$ cat src/rtl/stack_seq_pkg.sv
`default_nettype none
// ============================================================================
// Module   : stack_seq_pkg
// Purpose  : Stack op codes, FSM state encoding and SP update commands shared
//            by the stack access sequencer and its stack-pointer unit.
// Revision : 1.0 - initial release
// ============================================================================
package stack_seq_pkg;

  // SFR address of the stack pointer (direct MOV target that raises sp_wr)
  localparam logic [7:0] SFR_SP = 8'h81;

  // Stack request codes; 0, 6 and 7 are not stack operations
  localparam logic [2:0] STK_PUSH = 3'd1;
  localparam logic [2:0] STK_POP  = 3'd2;
  localparam logic [2:0] STK_CALL = 3'd3;
  localparam logic [2:0] STK_RET  = 3'd4;
  localparam logic [2:0] STK_RETI = 3'd5;

  typedef enum logic [3:0] {
    ST_IDLE    = 4'd0,
    ST_PUSH_WR = 4'd1,
    ST_POP_RD  = 4'd2,
    ST_POP_CAP = 4'd3,
    ST_CALL_LO = 4'd4,
    ST_CALL_HI = 4'd5,
    ST_RET_HI  = 4'd6,
    ST_RET_LO  = 4'd7,
    ST_RET_CAP = 4'd8
  } stk_state_t;

  // Stack-pointer update command issued by the sequencer each cycle
  typedef enum logic [2:0] {
    SP_HOLD = 3'd0,
    SP_LOAD = 3'd1,
    SP_INC1 = 3'd2,
    SP_INC2 = 3'd3,
    SP_DEC1 = 3'd4,
    SP_DEC2 = 3'd5
  } sp_op_t;

  function automatic logic is_stk_op(input logic [2:0] code);
    return (code == STK_PUSH) || (code == STK_POP) || (code == STK_CALL) ||
           (code == STK_RET)  || (code == STK_RETI);
  endfunction

endpackage
`default_nettype wire

$ cat src/rtl/stack_seq_if.sv
`default_nettype none
// ============================================================================
// Module   : stack_seq_if
// Purpose  : Request, RAM-port and status bundle of the stack sequencer.
//            master = decoder/interrupt/RAM side, slave = the sequencer.
// Revision : 1.0 - initial release
// ============================================================================
interface stack_seq_if;
  import stack_seq_pkg::*;

  logic        op_valid;
  logic [2:0]  op_code;
  logic [7:0]  push_data;
  logic [15:0] ret_pc;
  logic        sp_wr;
  logic [7:0]  sp_wdata;
  logic        op_ready;
  logic [7:0]  ram_addr;
  logic        ram_we;
  logic [7:0]  ram_wdata;
  logic        ram_re;
  logic [7:0]  ram_rdata;
  logic        pop_valid;
  logic [7:0]  pop_data;
  logic        pc_load;
  logic [15:0] pc_out;
  logic        reti_done;
  logic        ovf;
  logic        uf;
  logic [7:0]  sp_out;

  modport master (
    output op_valid, op_code, push_data, ret_pc, sp_wr, sp_wdata, ram_rdata,
    input  op_ready, ram_addr, ram_we, ram_wdata, ram_re, pop_valid, pop_data,
           pc_load, pc_out, reti_done, ovf, uf, sp_out
  );

  modport slave (
    input  op_valid, op_code, push_data, ret_pc, sp_wr, sp_wdata, ram_rdata,
    output op_ready, ram_addr, ram_we, ram_wdata, ram_re, pop_valid, pop_data,
           pc_load, pc_out, reti_done, ovf, uf, sp_out
  );

endinterface
`default_nettype wire

$ cat src/rtl/stack_seq_ptr_unit.sv
`default_nettype none
// ============================================================================
// Module   : stack_ptr_unit
// Purpose  : SP register with load / +1 / +2 / -1 / -2 updates, increment
//            wrap detection and floor (underflow) flags.
// Revision : 1.0 - initial release
// ============================================================================
module stack_ptr_unit
  import stack_seq_pkg::*;
#(
  parameter logic [7:0] RST_SP = 8'h07
) (
  input  logic       clock,
  input  logic       reset,
  input  sp_op_t     op,
  input  logic [7:0] load_val,
  output logic [7:0] sp,
  output logic [7:0] sp_inc1,
  output logic [7:0] sp_inc2,
  output logic [7:0] sp_dec1,
  output logic       ovf,
  output logic       at_floor,
  output logic       near_floor
);

  logic [7:0] r_sp;
  logic [8:0] w_inc1;
  logic [8:0] w_inc2;
  logic [8:0] w_floor1;

  assign w_inc1   = {1'b0, r_sp} + 9'd1;
  assign w_inc2   = {1'b0, r_sp} + 9'd2;
  assign w_floor1 = {1'b0, RST_SP} + 9'd1;

  assign sp      = r_sp;
  assign sp_inc1 = w_inc1[7:0];
  assign sp_inc2 = w_inc2[7:0];
  assign sp_dec1 = r_sp - 8'd1;

  // A pop step at or below the reset SP must not decrement
  assign at_floor   = (r_sp <= RST_SP);
  // A two-byte pop from here can only take one decrement
  assign near_floor = ({1'b0, r_sp} <= w_floor1);
  // Carry out of the increment actually being applied this cycle
  assign ovf = ((op == SP_INC1) && w_inc1[8]) || ((op == SP_INC2) && w_inc2[8]);

  // SP register update, modulo 256
  always_ff @(posedge clock or negedge reset) begin
    if (!reset) begin
      r_sp <= RST_SP;
    end else begin
      case (op)
        SP_LOAD: r_sp <= load_val;
        SP_INC1: r_sp <= w_inc1[7:0];
        SP_INC2: r_sp <= w_inc2[7:0];
        SP_DEC1: r_sp <= r_sp - 8'd1;
        SP_DEC2: r_sp <= r_sp - 8'd2;
        default: r_sp <= r_sp;
      endcase
    end
  end

endmodule
`default_nettype wire

$ cat src/rtl/stack_seq.sv
`default_nettype none
// ============================================================================
// Module   : stack_seq
// Purpose  : 8051 stack access sequencer. Turns PUSH/POP/CALL/RET/RETI into
//            ordered internal-RAM cycles at SP addresses and owns SP.
// Revision : 1.0 - initial release
// ============================================================================
module stack_seq
  import stack_seq_pkg::*;
#(
  parameter logic [7:0] RST_SP = 8'h07
) (
  input logic        clock,
  input logic        reset,
  stack_seq_if.slave bus
);

  stk_state_t  r_state;
  stk_state_t  w_next;
  sp_op_t      w_sp_op;
  logic [7:0]  w_sp, w_sp_inc1, w_sp_inc2, w_sp_dec1;
  logic        w_ovf, w_at_floor, w_near_floor;
  logic [7:0]  r_push_data;
  logic [15:0] r_ret_pc;
  logic [7:0]  r_hi;
  logic        r_is_reti;
  logic        w_ready, w_accept;
  logic [7:0]  w_ram_addr, w_ram_wdata, w_pop_data;
  logic        w_ram_we, w_ram_re, w_pop_valid, w_pc_load, w_reti_done, w_uf;
  logic [15:0] w_pc_out;

  stack_ptr_unit #(.RST_SP(RST_SP)) u_sp (
    .clock      (clock),
    .reset      (reset),
    .op         (w_sp_op),
    .load_val   (bus.sp_wdata),
    .sp         (w_sp),
    .sp_inc1    (w_sp_inc1),
    .sp_inc2    (w_sp_inc2),
    .sp_dec1    (w_sp_dec1),
    .ovf        (w_ovf),
    .at_floor   (w_at_floor),
    .near_floor (w_near_floor)
  );

  // State register, operand capture at accept, RET high-byte holding register
  always_ff @(posedge clock or negedge reset) begin
    if (!reset) begin
      r_state     <= ST_IDLE;
      r_push_data <= 8'h00;
      r_ret_pc    <= 16'h0000;
      r_is_reti   <= 1'b0;
      r_hi        <= 8'h00;
    end else begin
      r_state <= w_next;
      if (w_accept) begin
        r_push_data <= bus.push_data;
        r_ret_pc    <= bus.ret_pc;
        r_is_reti   <= (bus.op_code == STK_RETI);
      end
      if (r_state == ST_RET_LO) r_hi <= bus.ram_rdata;
    end
  end

  // Next state and output decode; RAM-side outputs use registered state/SP only
  always_comb begin
    w_next      = r_state;
    w_sp_op     = SP_HOLD;
    w_ready     = 1'b0;
    w_accept    = 1'b0;
    w_ram_addr  = 8'h00;
    w_ram_we    = 1'b0;
    w_ram_wdata = 8'h00;
    w_ram_re    = 1'b0;
    w_pop_valid = 1'b0;
    w_pop_data  = 8'h00;
    w_pc_load   = 1'b0;
    w_pc_out    = 16'h0000;
    w_reti_done = 1'b0;
    w_uf        = 1'b0;
    case (r_state)
      ST_IDLE: begin
        w_ready = !bus.sp_wr;
        if (bus.sp_wr) begin
          w_sp_op = SP_LOAD;
        end else if (bus.op_valid && is_stk_op(bus.op_code)) begin
          w_accept = 1'b1;
          case (bus.op_code)
            STK_PUSH: w_next = ST_PUSH_WR;
            STK_POP:  w_next = ST_POP_RD;
            STK_CALL: w_next = ST_CALL_LO;
            default:  w_next = ST_RET_HI;
          endcase
        end
      end
      ST_PUSH_WR: begin
        w_ram_we    = 1'b1;
        w_ram_addr  = w_sp_inc1;
        w_ram_wdata = r_push_data;
        w_sp_op     = SP_INC1;
        w_next      = ST_IDLE;
      end
      ST_POP_RD: begin
        w_ram_re   = 1'b1;
        w_ram_addr = w_sp;
        w_next     = ST_POP_CAP;
      end
      ST_POP_CAP: begin
        w_pop_valid = 1'b1;
        w_pop_data  = bus.ram_rdata;
        if (w_at_floor) w_uf = 1'b1;
        else            w_sp_op = SP_DEC1;
        w_next = ST_IDLE;
      end
      ST_CALL_LO: begin
        w_ram_we    = 1'b1;
        w_ram_addr  = w_sp_inc1;
        w_ram_wdata = r_ret_pc[7:0];
        w_next      = ST_CALL_HI;
      end
      ST_CALL_HI: begin
        w_ram_we    = 1'b1;
        w_ram_addr  = w_sp_inc2;
        w_ram_wdata = r_ret_pc[15:8];
        w_sp_op     = SP_INC2;
        w_next      = ST_IDLE;
      end
      ST_RET_HI: begin
        w_ram_re   = 1'b1;
        w_ram_addr = w_sp;
        w_next     = ST_RET_LO;
      end
      ST_RET_LO: begin
        w_ram_re   = 1'b1;
        w_ram_addr = w_sp_dec1;
        w_next     = ST_RET_CAP;
      end
      ST_RET_CAP: begin
        w_pc_load   = 1'b1;
        w_pc_out    = {r_hi, bus.ram_rdata};
        w_reti_done = r_is_reti;
        // Each of the two pop steps decrements only while above the floor
        if (w_at_floor) begin
          w_uf = 1'b1;
        end else if (w_near_floor) begin
          w_uf    = 1'b1;
          w_sp_op = SP_DEC1;
        end else begin
          w_sp_op = SP_DEC2;
        end
        w_next = ST_IDLE;
      end
      default: w_next = ST_IDLE;
    endcase
  end

  assign bus.op_ready  = w_ready;
  assign bus.ram_addr  = w_ram_addr;
  assign bus.ram_we    = w_ram_we;
  assign bus.ram_wdata = w_ram_wdata;
  assign bus.ram_re    = w_ram_re;
  assign bus.pop_valid = w_pop_valid;
  assign bus.pop_data  = w_pop_data;
  assign bus.pc_load   = w_pc_load;
  assign bus.pc_out    = w_pc_out;
  assign bus.reti_done = w_reti_done;
  assign bus.ovf       = w_ovf;
  assign bus.uf        = w_uf;
  assign bus.sp_out    = w_sp;

endmodule
`default_nettype wire

$ cat src/flat_wrapper.sv
// flat-port wrapper written by rule: the top's interface ports become plain ports
module stack_seq_flat import stack_seq_pkg::*;
#(
  parameter logic [7:0] RST_SP = 8'h07
)
  (clock, reset, bus_op_valid, bus_op_code, bus_push_data, bus_ret_pc, bus_sp_wr, bus_sp_wdata, bus_ram_rdata, bus_op_ready, bus_ram_addr, bus_ram_we, bus_ram_wdata, bus_ram_re, bus_pop_valid, bus_pop_data, bus_pc_load, bus_pc_out, bus_reti_done, bus_ovf, bus_uf, bus_sp_out);
  stack_seq_if bus_i ();
  input logic clock;
  input logic reset;
  input wire logic [$bits(bus_i.op_valid)-1:0] bus_op_valid;
  input wire logic [$bits(bus_i.op_code)-1:0] bus_op_code;
  input wire logic [$bits(bus_i.push_data)-1:0] bus_push_data;
  input wire logic [$bits(bus_i.ret_pc)-1:0] bus_ret_pc;
  input wire logic [$bits(bus_i.sp_wr)-1:0] bus_sp_wr;
  input wire logic [$bits(bus_i.sp_wdata)-1:0] bus_sp_wdata;
  input wire logic [$bits(bus_i.ram_rdata)-1:0] bus_ram_rdata;
  output wire logic [$bits(bus_i.op_ready)-1:0] bus_op_ready;
  output wire logic [$bits(bus_i.ram_addr)-1:0] bus_ram_addr;
  output wire logic [$bits(bus_i.ram_we)-1:0] bus_ram_we;
  output wire logic [$bits(bus_i.ram_wdata)-1:0] bus_ram_wdata;
  output wire logic [$bits(bus_i.ram_re)-1:0] bus_ram_re;
  output wire logic [$bits(bus_i.pop_valid)-1:0] bus_pop_valid;
  output wire logic [$bits(bus_i.pop_data)-1:0] bus_pop_data;
  output wire logic [$bits(bus_i.pc_load)-1:0] bus_pc_load;
  output wire logic [$bits(bus_i.pc_out)-1:0] bus_pc_out;
  output wire logic [$bits(bus_i.reti_done)-1:0] bus_reti_done;
  output wire logic [$bits(bus_i.ovf)-1:0] bus_ovf;
  output wire logic [$bits(bus_i.uf)-1:0] bus_uf;
  output wire logic [$bits(bus_i.sp_out)-1:0] bus_sp_out;
  assign bus_i.op_valid = bus_op_valid;
  assign bus_i.op_code = bus_op_code;
  assign bus_i.push_data = bus_push_data;
  assign bus_i.ret_pc = bus_ret_pc;
  assign bus_i.sp_wr = bus_sp_wr;
  assign bus_i.sp_wdata = bus_sp_wdata;
  assign bus_i.ram_rdata = bus_ram_rdata;
  assign bus_op_ready = bus_i.op_ready;
  assign bus_ram_addr = bus_i.ram_addr;
  assign bus_ram_we = bus_i.ram_we;
  assign bus_ram_wdata = bus_i.ram_wdata;
  assign bus_ram_re = bus_i.ram_re;
  assign bus_pop_valid = bus_i.pop_valid;
  assign bus_pop_data = bus_i.pop_data;
  assign bus_pc_load = bus_i.pc_load;
  assign bus_pc_out = bus_i.pc_out;
  assign bus_reti_done = bus_i.reti_done;
  assign bus_ovf = bus_i.ovf;
  assign bus_uf = bus_i.uf;
  assign bus_sp_out = bus_i.sp_out;
  stack_seq #(.RST_SP(RST_SP)) u_core (.clock(clock), .reset(reset), .bus(bus_i));
endmodule
$ cat config.mk
export PLATFORM = sky130hd
export DESIGN_NAME = stack_seq_flat
export DESIGN_NICKNAME = d
export VERILOG_FILES = /design/src/rtl/stack_seq_pkg.sv /design/src/rtl/stack_seq_if.sv /design/src/rtl/stack_seq_ptr_unit.sv /design/src/rtl/stack_seq.sv /design/src/flat_wrapper.sv
export SDC_FILE = /design/constraint.sdc
export NUM_CORES = 1
export LEC_CHECK = 0
export ABC_AREA = 1
export CORE_MARGIN = 2
export CORE_UTILIZATION = 47
export CTS_BUF_LIST = sky130_fd_sc_hd__clkbuf_4 sky130_fd_sc_hd__clkbuf_8 sky130_fd_sc_hd__clkbuf_16
export DETAILED_ROUTE_END_ITERATION = 8
export GPL_TIMING_DRIVEN = 0
export PLACE_DENSITY = 0.81
export SYNTH_ARGS = -nofsm -noshare
export SYNTH_HDL_FRONTEND = slang
export SYNTH_SLANG_ARGS = --single-unit
$ cat constraint.sdc
create_clock -name clock -period 2.5 [get_ports clock]
set_input_delay 0.375 -clock clock [delete_from_list [all_inputs] [get_ports clock]]
set_output_delay 0.375 -clock clock [all_outputs]
set_load 0.01 [all_outputs]
==> results by group, run 1 <==
Worst setup path
  • Crit path arrival time: 2.13 ns
  • Critical path fanouts, max: 4
  • CP Launch Type: flip-flop
  • Crit-path max cell delay: 0.60 ns
  • Crit path kind: reg -> out
  • Worst EP required: 2.12 ns
  • CP Cell Sequence: clkinvlp_4, buf_4, ha_2, xnor2_1, inv_1, a221oi_2, o21ai_1, clkdlybuf4s15_2
  • Crit. End Element: output port
  • Slowest stage cell on the critical path: dfstp_2

Power
  • Max VDD drop: 0.000534 V
  • P per Cell Area: 1140 nW/um^2
  • Standby leakage power: 0.00257 uW

STA
  • Final Hold Viols: 0
  • Crit share post-route: 100%
  • Final WS setup: -0.00577 ns
  • Layout Skew: 0.00509 ns
  • Max Fclk: 399 MHz
  • Final setup TNS: -0.00577 ns
  • RSZ-0062 raised after global routing: true
  • Max Slew Vio Count: 0
  • Min Tclk post-route: 2.51 ns
  • Rel. slew slack: 73.8%
  • Final setup violation count: 1
  • Slew @ Worst Pin: 0.389 ns

CTS
  • CTS tree: yes
  • Clock slew at reported path FFs: 0.09 ns
  • Sink Count: 45
  • Htree depth: 2
  • Clock Path Buffers: 2
  • TritonCTS buffer count: 5
  • CTS Root Buffer Type: clkbuf_8
  • Clk_lat worst skew: 0.30 ns

Finish
  • Non-filler cells, final: 711
  • N_diodes: 0
  • Reg area: 1130 um^2
  • Multi-input gate area: 1950 um^2
  • Layout Nets: 683
  • Layout area overhead: 48.8%
  • Layout cells sized above 1: 19.2%
  • Commonest non-fill, non-tap cells in the layout: 191 x nand2_1, 81 x clkdlybuf4s50_1, 56 x nor2_1, 40 x dfrtp_1, 39 x inv_1
  • Number of fill cells: 566
  • Most common cell after layout, fill and taps aside: nand2_1

Synth
  • Post-synthesis sequential area ratio: 34.8%
  • Synth Register Bits: 45
  • EDFF count, synth: 0
  • Net count after synthesis: 550
  • Syn Area/Cell: 6.54 um^2
  • Post-Syn Area: 3250 um^2
  • Post-synth cell types: 37
  • YS warnings: 0
  • Ys async rst share: 100%
  • Synth Instances: 497
  • Top FF cell, synth: dfrtp_1

Global routing
  • First-pass GRT wire length: 15600 um
  • Largest net degree at the start of global routing: 40
  • Vias in the first global route: 3376
  • GRT Resource Usage Total: 25.7%
  • Initial antenna violation count: 0
  • Remaining Overflow, GRT: 0

Die
  • Initial core utilization: 48.1%
  • Die H: 87.1 um
  • I/O pin total: 103
  • Core area: 6760 um^2
  • Die W: 87.1 um
  • Die area: 7590 um^2
  • Cell Rows: 30

Placement
  • DP Wirelength: 7190 um
  • Placed Instances: 680
  • Pre-CTS setup slack: -0.201 ns
  • RD Place Congestion: 0.941
  • Port bufs: 102

Drt
  • Vias per cell: 5.29
  • DRT Pass-1 Iters: 6
  • Final ANT Viol Nets: 0
  • Drt drc: 0
  • Detailed-route via count: 3759
  • Initial drt markers: 308
  • Post-Route WL: 10100 um
  • WL per Instance: 14.2 um

Hold path
  • Worst Hold Class: in -> async

Run
  • Max-cap viol count: 0

Run status
  • Violated checks: setup timing
  • Status: finished, violations left
-- logic make-up (layout without fill, tap and decap cells) --
group / Yosys count / in the layout / synth area share, %
AND/OR/NAND/NOR: 320 / 320 / 42.7
XOR/XNOR: 10 / 10 / 2.70
buffers and inverters: 74 / 208 / 9.43
AO/OA/AOI/OAI: 42 / 42 / 8.12
adder cells (fa/ha/maj): 6 / 6 / 2.31
flip-flops: 45 / 45 / 34.8
-- cell usage after synthesis (all sizes together) (2+ instances only) --
cell | number | area share (%)
nand2 | 207 | 26
nor2 | 69 | 9.5
inv | 60 | 7.0
dfrtp | 42 | 32
nand3 | 37 | 5.9
o21ai | 22 | 3.4
buf | 11 | 2.1
xor2 | 9 | 2.4
ha | 6 | 2.3
a21oi | 5 | 1.1
o2111ai | 4 | 1.1
clkbuf | 3 | 0.35
dfstp | 3 | 2.4
o211ai | 3 | 0.69
a22oi | 2 | 0.46
nand3b | 2 | 0.46
nand4 | 2 | 0.38
o22ai | 2 | 0.38
-- worst paths after layout --
check	from	endpoint	slack [ns]	cells after the start
max in group asynchronous	reset	u_core.r_state[0]$_DFFE_PN0P_	1.57	3
max reg2reg	u_core.u_sp.sp[1]$_DFFE_PN1P_	u_core.u_sp.sp[3]$_DFFE_PN0P_	0.31	14
min	reset	u_core.u_sp.sp[6]$_DFFE_PN0P_	0.45	2
max	u_core.u_sp.sp[1]$_DFFE_PN1P_	bus_ram_addr[2]	-0.006	8
min in group clock	u_core.r_push_data[0]$_DFFE_PN0P_	u_core.r_push_data[0]$_DFFE_PN0P_	0.48	2
min reg2reg	u_core.r_push_data[0]$_DFFE_PN0P_	u_core.r_push_data[0]$_DFFE_PN0P_	0.48	2
-- report_power, final --
group	leakage [uW]	total [uW]	switching, uW	internal (uW)
logic	0.00196	3630	2130	1510
registers	0.000549	1380	276	1110
clock network	0.0000549	515	260	256
total	0.00257	5530	2660	2870
-- sequential cells by signal, indices dropped and copies added, names as in the netlist --
signal and cells:
u_core.r_ret_pc 16, u_core.r_hi 8, u_core.r_push_data 8, u_core.u_sp.sp 8, u_core.r_state 4, u_core.r_is_reti 1
-- area by class of cell --
type	instances	area share (%)
multi-input cells	378	40.3
clock inverters	1	0.181
inverters	60	4.94
clock buffers	7	1.99
flip-flops and latches	45	23.4
well taps	80	2.07
repair buffers	126	25.1
plain buffers	14	1.99
-- per-layer routing --
| metal | global-route usage (%) | wire length (um) |
|---|---|---|
| met3 | 4.45 | 669 |
| met5 | 0 | 0 |
| met4 | 7.69 | 284 |
| met1 | 34.3 | 4290 |
| met2 | 42.9 | 4840 |
-- stage by stage --
step                      cell area [um^2]  power (uW)  util (%)  hold WS, ns
final                                 4840        5530      71.6        0.453
after global routing                  4840        5970      71.6        0.467
after CTS                             4620        5190      68.4        0.453
after detailed placement              4390        4520      64.9        0.246
after global placement                4370        4450      64.7        0.455
after floorplan                       3250        3340         -       0.0794
-- worst max-delay path: cells and delay by family (launching register included) --
family                   cells  cell delay, ns
adder cells (fa/ha/maj)      1            0.19
AO/OA/AOI/OAI                2            0.32
buffers and inverters        4            0.60
XOR/XNOR                     1            0.14
flip-flops                   1            0.60
-- timing repair --
| action | CTS | global route |
|---|---|---|
| hold buffers | 1 | 0 |
| endpoints found under the setup margin | 21 | 28 |
| resized for setup | 45 | 43 |
| pin swaps | 2 | 9 |
| hold endpoints to repair | 3 | 0 |
| setup buffers | 10 | 12 |
Note: power is estimated with default switching activity, not from simulation.
==> inputs of run 2 (changes only) <==
--- a/config.mk
+++ b/config.mk
@@ -12,6 +12,7 @@
 export DETAILED_ROUTE_END_ITERATION = 8
 export GPL_TIMING_DRIVEN = 0
 export PLACE_DENSITY = 0.81
+export SLEW_MARGIN = 20
 export SYNTH_ARGS = -nofsm -noshare
 export SYNTH_HDL_FRONTEND = slang
 export SYNTH_SLANG_ARGS = --single-unit
==> results by group, run 2 (synthesis gave the netlist of run 1 again) <==
Global routing
  • GRT Resource Usage Total: 26.0% (+0.28 points)
  • Remaining Overflow, GRT: 0 (unchanged)
  • Initial antenna violation count: 0 (unchanged)
  • Largest net degree at the start of global routing: 34 (-15%)
  • Vias in the first global route: 3433 (+1.7%)
  • First-pass GRT wire length: 15800 um (+0.88%)

Worst setup path
  • CP Cell Sequence: buf_6, inv_1, ha_4, nand2_4, xor2_1, o221ai_2, dlygate4sd2_1
  • Worst EP required: 2.12 ns (about the same)
  • Crit. End Element: output port
  • Crit-path max cell delay: 0.55 ns (-0.05 ns)
  • Crit path kind: reg -> out
  • CP Launch Type: flip-flop
  • Critical path fanouts, max: 8 (+4)
  • Slowest stage cell on the critical path: dfstp_2
  • Crit path arrival time: 2.13 ns (about the same)

CTS
  • Clock Path Buffers: 2 (unchanged)
  • CTS tree: yes
  • Htree depth: 2 (unchanged)
  • Sink Count: 45 (unchanged)
  • Clock slew at reported path FFs: 0.09 ns (about the same)
  • Clk_lat worst skew: 0.30 ns (about the same)
  • CTS Root Buffer Type: clkbuf_8
  • TritonCTS buffer count: 5 (unchanged)

Finish
  • Most common cell after layout, fill and taps aside: nand2_1
  • Layout cells sized above 1: 19.1% (-0.098 points)
  • Layout Nets: 681 (-0.29%)
  • Layout area overhead: 48.8% (about the same)
  • N_diodes: 0 (unchanged)
  • Reg area: 1130 um^2 (unchanged)
  • Multi-input gate area: 1970 um^2 (+1.2%)
  • Final Core Density: 71.6% (about the same)
  • Top reg by flops: u_core.r_ret_pc
  • Max FFs per register: 16 (unchanged)
  • Number of fill cells: 543 (-4.1%)
  • Commonest non-fill, non-tap cells in the layout: 191 x nand2_1, 82 x clkdlybuf4s50_1, 57 x nor2_1, 40 x dfrtp_1, 39 x inv_1

Drt
  • Vias per cell: 5.19 (-1.9%)
  • Post-Route WL: 9960 um (-1.2%)
  • Detailed-route via count: 3679 (-2.1%)
  • WL per Instance: 14.0 um (-0.87%)
  • Drt drc: 0 (unchanged)
  • Initial drt markers: 295 (-4.2%)
  • Final ANT Viol Nets: 0 (unchanged)
  • DRT Pass-1 Iters: 5 (-1)

Die
  • Die W: 87.1 um (unchanged)
  • I/O pin total: 103 (unchanged)
  • Core area: 6760 um^2 (unchanged)
  • Die area: 7590 um^2 (unchanged)
  • Cell Rows: 30 (unchanged)
  • Die H: 87.1 um (unchanged)
  • Initial core utilization: 48.1% (unchanged)

STA
  • Max Slew Vio Count: 0 (unchanged)
  • Final Hold Viols: 0 (unchanged)
  • Layout Skew: 0.00789 ns (+0.00280 ns)
  • Rel. slew slack: 71.4% (-2.4 points)
  • Max Fclk: 399 MHz (about the same)
  • Final WS setup: -0.00629 ns (-0.000514 ns)
  • Min Tclk post-route: 2.51 ns (+0.000514 ns)
  • RSZ-0062 raised after global routing: true
  • Slew @ Worst Pin: 0.427 ns (+0.0384 ns)
  • Final setup violation count: 1 (unchanged)
  • Crit share post-route: 100% (about the same)

Placement
  • Port bufs: 102 (unchanged)
  • DP Wirelength: 7240 um (+0.61%)
  • RD Place Congestion: 0.941 (unchanged)

Power
  • Power Total: 5510 uW (-0.45%)
  • P per Cell Area: 1140 nW/um^2 (-0.42%)
  • Standby leakage power: 0.00254 uW (-1.0%)
  • Max VDD drop: 0.000547 V (+2.4%)

Hold path
  • Worst Hold Class: reg -> reg

Run status
  • Status: finished, violations left
  • Violated checks: setup timing

Run
  • Max-cap viol count: 0 (unchanged)
==> run 2: cell types whose count changed in the layout (fill, tap and decap cells not counted), moves of 2 or more <==
| cell | delta |
|---|---|
| dlygate4sd2_1 | +2 |
| xor2_2 | +2 |
| dlymetal6s2s_1 | -2 |
| buf_4 | -2 |
| xor2_1 | -2 |
| nor2_2 | -2 |
==> run 2: worst paths after layout <==
check,start,endpoint,slack (ns),cells after the start
max in group asynchronous,reset,u_core.r_state[0]$_DFFE_PN0P_,1.49,3
min in group asynchronous,reset,u_core.u_sp.sp[6]$_DFFE_PN0P_,0.51,2
hold reg to reg,u_core.r_ret_pc[1]$_DFFE_PN0P_,u_core.r_ret_pc[1]$_DFFE_PN0P_,0.48,2
setup reg to reg,u_core.u_sp.sp[1]$_DFFE_PN1P_,u_core.u_sp.sp[4]$_DFFE_PN0P_,0.30,15
hold / removal,u_core.r_ret_pc[1]$_DFFE_PN0P_,u_core.r_ret_pc[1]$_DFFE_PN0P_,0.48,2
setup / recovery,u_core.u_sp.sp[2]$_DFFE_PN1P_,bus_ram_addr[3],-0.006,7
==> run 2: report_power, final <==
part           switching [uW]  internal, uW
Combinational            2130          1490
Clock                     263           256
Sequential                260          1110
==> run 2: area by class of cell <==
class                           count  share of cell area, %
Timing Repair Buffer              125                   24.6
Multi-Input combinational cell    378                   40.8
Inverter                           60                   4.92
Clock inverter                      1                  0.181
Tap cell                           80                   2.07
Clock buffer                        7                   1.99
Buffer                             13                   1.97
Sequential cell                    45                   23.4
==> run 2: stage by stage <==
stage / instance area [um^2] / setup TNS [ns] / worst slack (ns) / hold WS (ns) / instances
after detailed placement: 4390 / -0.883 / -0.203 / 0.311 / 680
after floorplan: 3250 / 0 / 0.510 / 0.0794 / 497
after CTS: 4660 / -0.0124 / -0.0124 / 0.482 / 702
after global routing: 4830 / -0.157 / -0.0817 / 0.502 / 709
final: 4830 / -0.00629 / -0.00629 / 0.482 / 709
after global placement: 4370 / -9.70 / -0.213 / 0.455 / 679
==> run 2: layer usage <==
metal	up-vias	GRT usage, %	part of all wire [%]
met3	32	3.79	6.9
met2	158	44.0	48
li1	1801	-	-
met1	1688	34.3	42
met4	0	8.53	2.8
met5	-	0	0
==> run 2: critical path, delay by kind of cell, from the launching register on <==
family | cells | cell delay, ns
buffers and inverters | 3 | 0.56
flip-flops | 1 | 0.55
XOR/XNOR | 1 | 0.25
adder cells (fa/ha/maj) | 1 | 0.21
AO/OA/AOI/OAI | 1 | 0.15
AND/OR/NAND/NOR | 1 | 0.10
==> run 2: what timing repair did <==
action,CTS,global route
setup buffers,13,8
endpoints found under the hold margin,9,0
pin swaps,5,6
gates resized for setup,52,37
setup endpoints to repair,21,36
hold buffers,1,0
==> inputs of run 3 (changes only) <==
--- a/config.mk
+++ b/config.mk
@@ -6,6 +6,7 @@
 export NUM_CORES = 1
 export LEC_CHECK = 0
 export ABC_AREA = 1
+export CORE_ASPECT_RATIO = 2
 export CORE_MARGIN = 2
 export CORE_UTILIZATION = 47
 export CTS_BUF_LIST = sky130_fd_sc_hd__clkbuf_4 sky130_fd_sc_hd__clkbuf_8 sky130_fd_sc_hd__clkbuf_16
==> results by group, run 3 (synthesis gave the netlist of run 1 again) <==
Die
  • Core area: 6670 um^2 (-1.2%)
  • Cell Rows: 42 (+40%)
  • Die H: 122 um (+40%)
  • Initial core utilization: 48.7% (+0.60 points)
  • Die W: 62.8 um (-28%)
  • I/O pin total: 103 (unchanged)
  • Die area: 7640 um^2 (+0.54%)

Drt
  • Post-Route WL: 11500 um (+15%)
  • Drt drc: 0 (unchanged)
  • Detailed-route via count: 3777 (+2.7%)
  • Initial drt markers: 246 (-17%)
  • Final ANT Viol Nets: 0 (unchanged)
  • Vias per cell: 5.29 (+1.9%)
  • DRT Pass-1 Iters: 5 (unchanged)
  • WL per Instance: 16.1 um (+14%)

Worst setup path
  • Crit-path max cell delay: 0.56 ns (about the same)
  • Critical path fanouts, max: 4 (-4)
  • CP Cell Sequence: clkinvlp_4, buf_4, ha_2, nand2_2, nand2_4, inv_2, nand2_2, xor2_2, nand2_1, o2111ai_1, buf_2
  • Buf+Inv Stages, Crit Path: 4 (+1)
  • CP delay by family, top: flip-flops
  • CP Launch Type: flip-flop
  • Crit. End Element: output port
  • CP dominant cell by count: nand2_2
  • Crit path kind: reg -> out
  • Slowest stage cell on the critical path: dfstp_2
  • Worst EP required: 2.12 ns (about the same)
  • Crit path arrival time: 2.09 ns (-0.04 ns)

STA
  • Max Slew Vio Count: 0 (unchanged)
  • RSZ-0062 raised after global routing: true
  • Crit share post-route: 98.8% (-1.5 points)
  • Rel. slew slack: 71.6% (+0.14 points)
  • Final setup violation count: 0 (-1)
  • Slew @ Worst Pin: 0.426 ns (-0.00109 ns)
  • Final Hold Viols: 0 (unchanged)
  • Max Fclk: 405 MHz (+1.5%)
  • Final WS setup: 0.0301 ns (+0.0364 ns)
  • Min Tclk post-route: 2.47 ns (-0.0364 ns)
  • Layout Skew: 0.00454 ns (-0.00335 ns)

CTS
  • CTS Root Buffer Type: clkbuf_16
  • Htree depth: 2 (unchanged)
  • CTS Hold Bufs: 0 (-1)
  • TritonCTS buffer count: 5 (unchanged)
  • Clock slew at reported path FFs: 0.06 ns (-0.03 ns)
  • Clk_lat worst skew: 0.29 ns (about the same)
  • Clock Path Buffers: 2 (unchanged)
  • Sink Count: 45 (unchanged)
  • CTS tree: yes

Placement
  • DP Wirelength: 8640 um (+19%)
  • RD Place Congestion: 1.06 (+13%)
  • Port bufs: 102 (unchanged)
  • Placed Instances: 688 (+1.2%)
  • Pre-CTS setup slack: -0.289 ns (-0.0859 ns)

Global routing
  • GRT Resource Usage Total: 30.6% (+4.6 points)
  • Initial antenna violation count: 0 (unchanged)
  • Largest net degree at the start of global routing: 31 (-8.8%)
  • Vias in the first global route: 3830 (+12%)
  • Remaining Overflow, GRT: 0 (unchanged)
  • First-pass GRT wire length: 17900 um (+13%)

Power
  • Max VDD drop: 0.000675 V (+23%)
  • P per Cell Area: 1200 nW/um^2 (+5.1%)
  • Clk pwr share: 11.8% (+2.4 points)
  • Sw Ratio: 47.8% (-0.45 points)
  • Sequential share of power: 24.2% (-0.7 points)
  • Standby leakage power: 0.00250 uW (-1.5%)
  • Int Pwr: 3030 uW (+6.3%)
  • P_sw: 2770 uW (+4.4%)
  • Comb pwr share: 64.0% (-1.7 points)

Finish
  • Layout area overhead: 49.1%
  • Most common cell after layout, fill and taps aside: nand2_1
  • Commonest non-fill, non-tap cells in the layout: 188 x nand2_1, 83 x clkdlybuf4s50_1, 56 x nor2_1, 40 x dfrtp_1, 39 x inv_1
  • Max FFs per register: 16 (unchanged)
  • Layout cells sized above 1: 18.8% (-0.23 points)
  • N_diodes: 0 (unchanged)
  • Top reg by flops: u_core.r_ret_pc
  • Layout Nets: 679 (-0.29%)
  • Non-filler cells, final: 714 (+0.71%)

Run status
  • Status: completed

Hold path
  • Worst Hold Class: in -> async

Run
  • Max-cap viol count: 0 (unchanged)
==> run 3: worst paths after layout <==
path	from	end	slack (ns)	depth (start not counted)
max in group asynchronous	reset	u_core.u_sp.sp[2]$_DFFE_PN1P_	1.91	2
worst min-delay path	reset	u_core.r_ret_pc[15]$_DFFE_PN0P_	0.01	1
min in group clock	u_core.r_ret_pc[3]$_DFFE_PN0P_	u_core.r_ret_pc[3]$_DFFE_PN0P_	0.47	2
worst max register to register	u_core.u_sp.sp[1]$_DFFE_PN1P_	u_core.u_sp.sp[3]$_DFFE_PN0P_	0.36	15
worst max-delay path	u_core.u_sp.sp[1]$_DFFE_PN1P_	bus_ram_addr[7]	0.03	11
worst min register to register	u_core.r_ret_pc[3]$_DFFE_PN0P_	u_core.r_ret_pc[3]$_DFFE_PN0P_	0.47	2
==> run 3: area by class of cell <==
cell class,instances,area (um^2)
plain buffers,12,90.1
clock buffers,6,139
clock inverters,1,7.51
fillers,570,1830
inverters,60,235
multi-input cells,378,1960
flip-flops and latches,45,1130
well taps,88,110
repair buffers,124,1170
==> run 3: metal layers <==
metal  vias to the layer above  wire (um)  track usage, %
li1                       1800          -               -
met3                        57        588            4.99
met2                       195       6260            58.5
met5                         -          0               0
met1                      1725       3710            27.8
met4                         0        901            23.9
==> run 3: per-stage QoR <==
step	TNS (ns)	total power [uW]	util, %	area [um^2]	hold slack [ns]
global route	-0.0709	6190	72.6	4840	0.0325
floorplan	0	3340	-	3250	0.0794
global placement	-7.76	4520	65.6	4380	0.454
detailed placement	-1.06	4600	65.9	4400	0.333
finish	0	5800	72.6	4840	0.0131
CTS	-0.0478	5620	71.3	4760	0.0204
==> run 3: repair_timing <==
item	in CTS	in global routing
endpoints found under the setup margin	30	14
setup buffers	17	4
gates resized for setup	56	31
pin swaps	4	6
==> run 3: power by group through the flow <==
stage / Clock, uW / Sequential (uW) / Combinational [uW]
6_report: 684 / 1400 / 3720
5_1_grt: 722 / 1440 / 4030
3_3_place_gp: 0 / 1380 / 3140
3_5_place_dp: 0 / 1400 / 3200
2_1_floorplan: 0 / 1350 / 1990
4_1_cts: 686 / 1390 / 3550
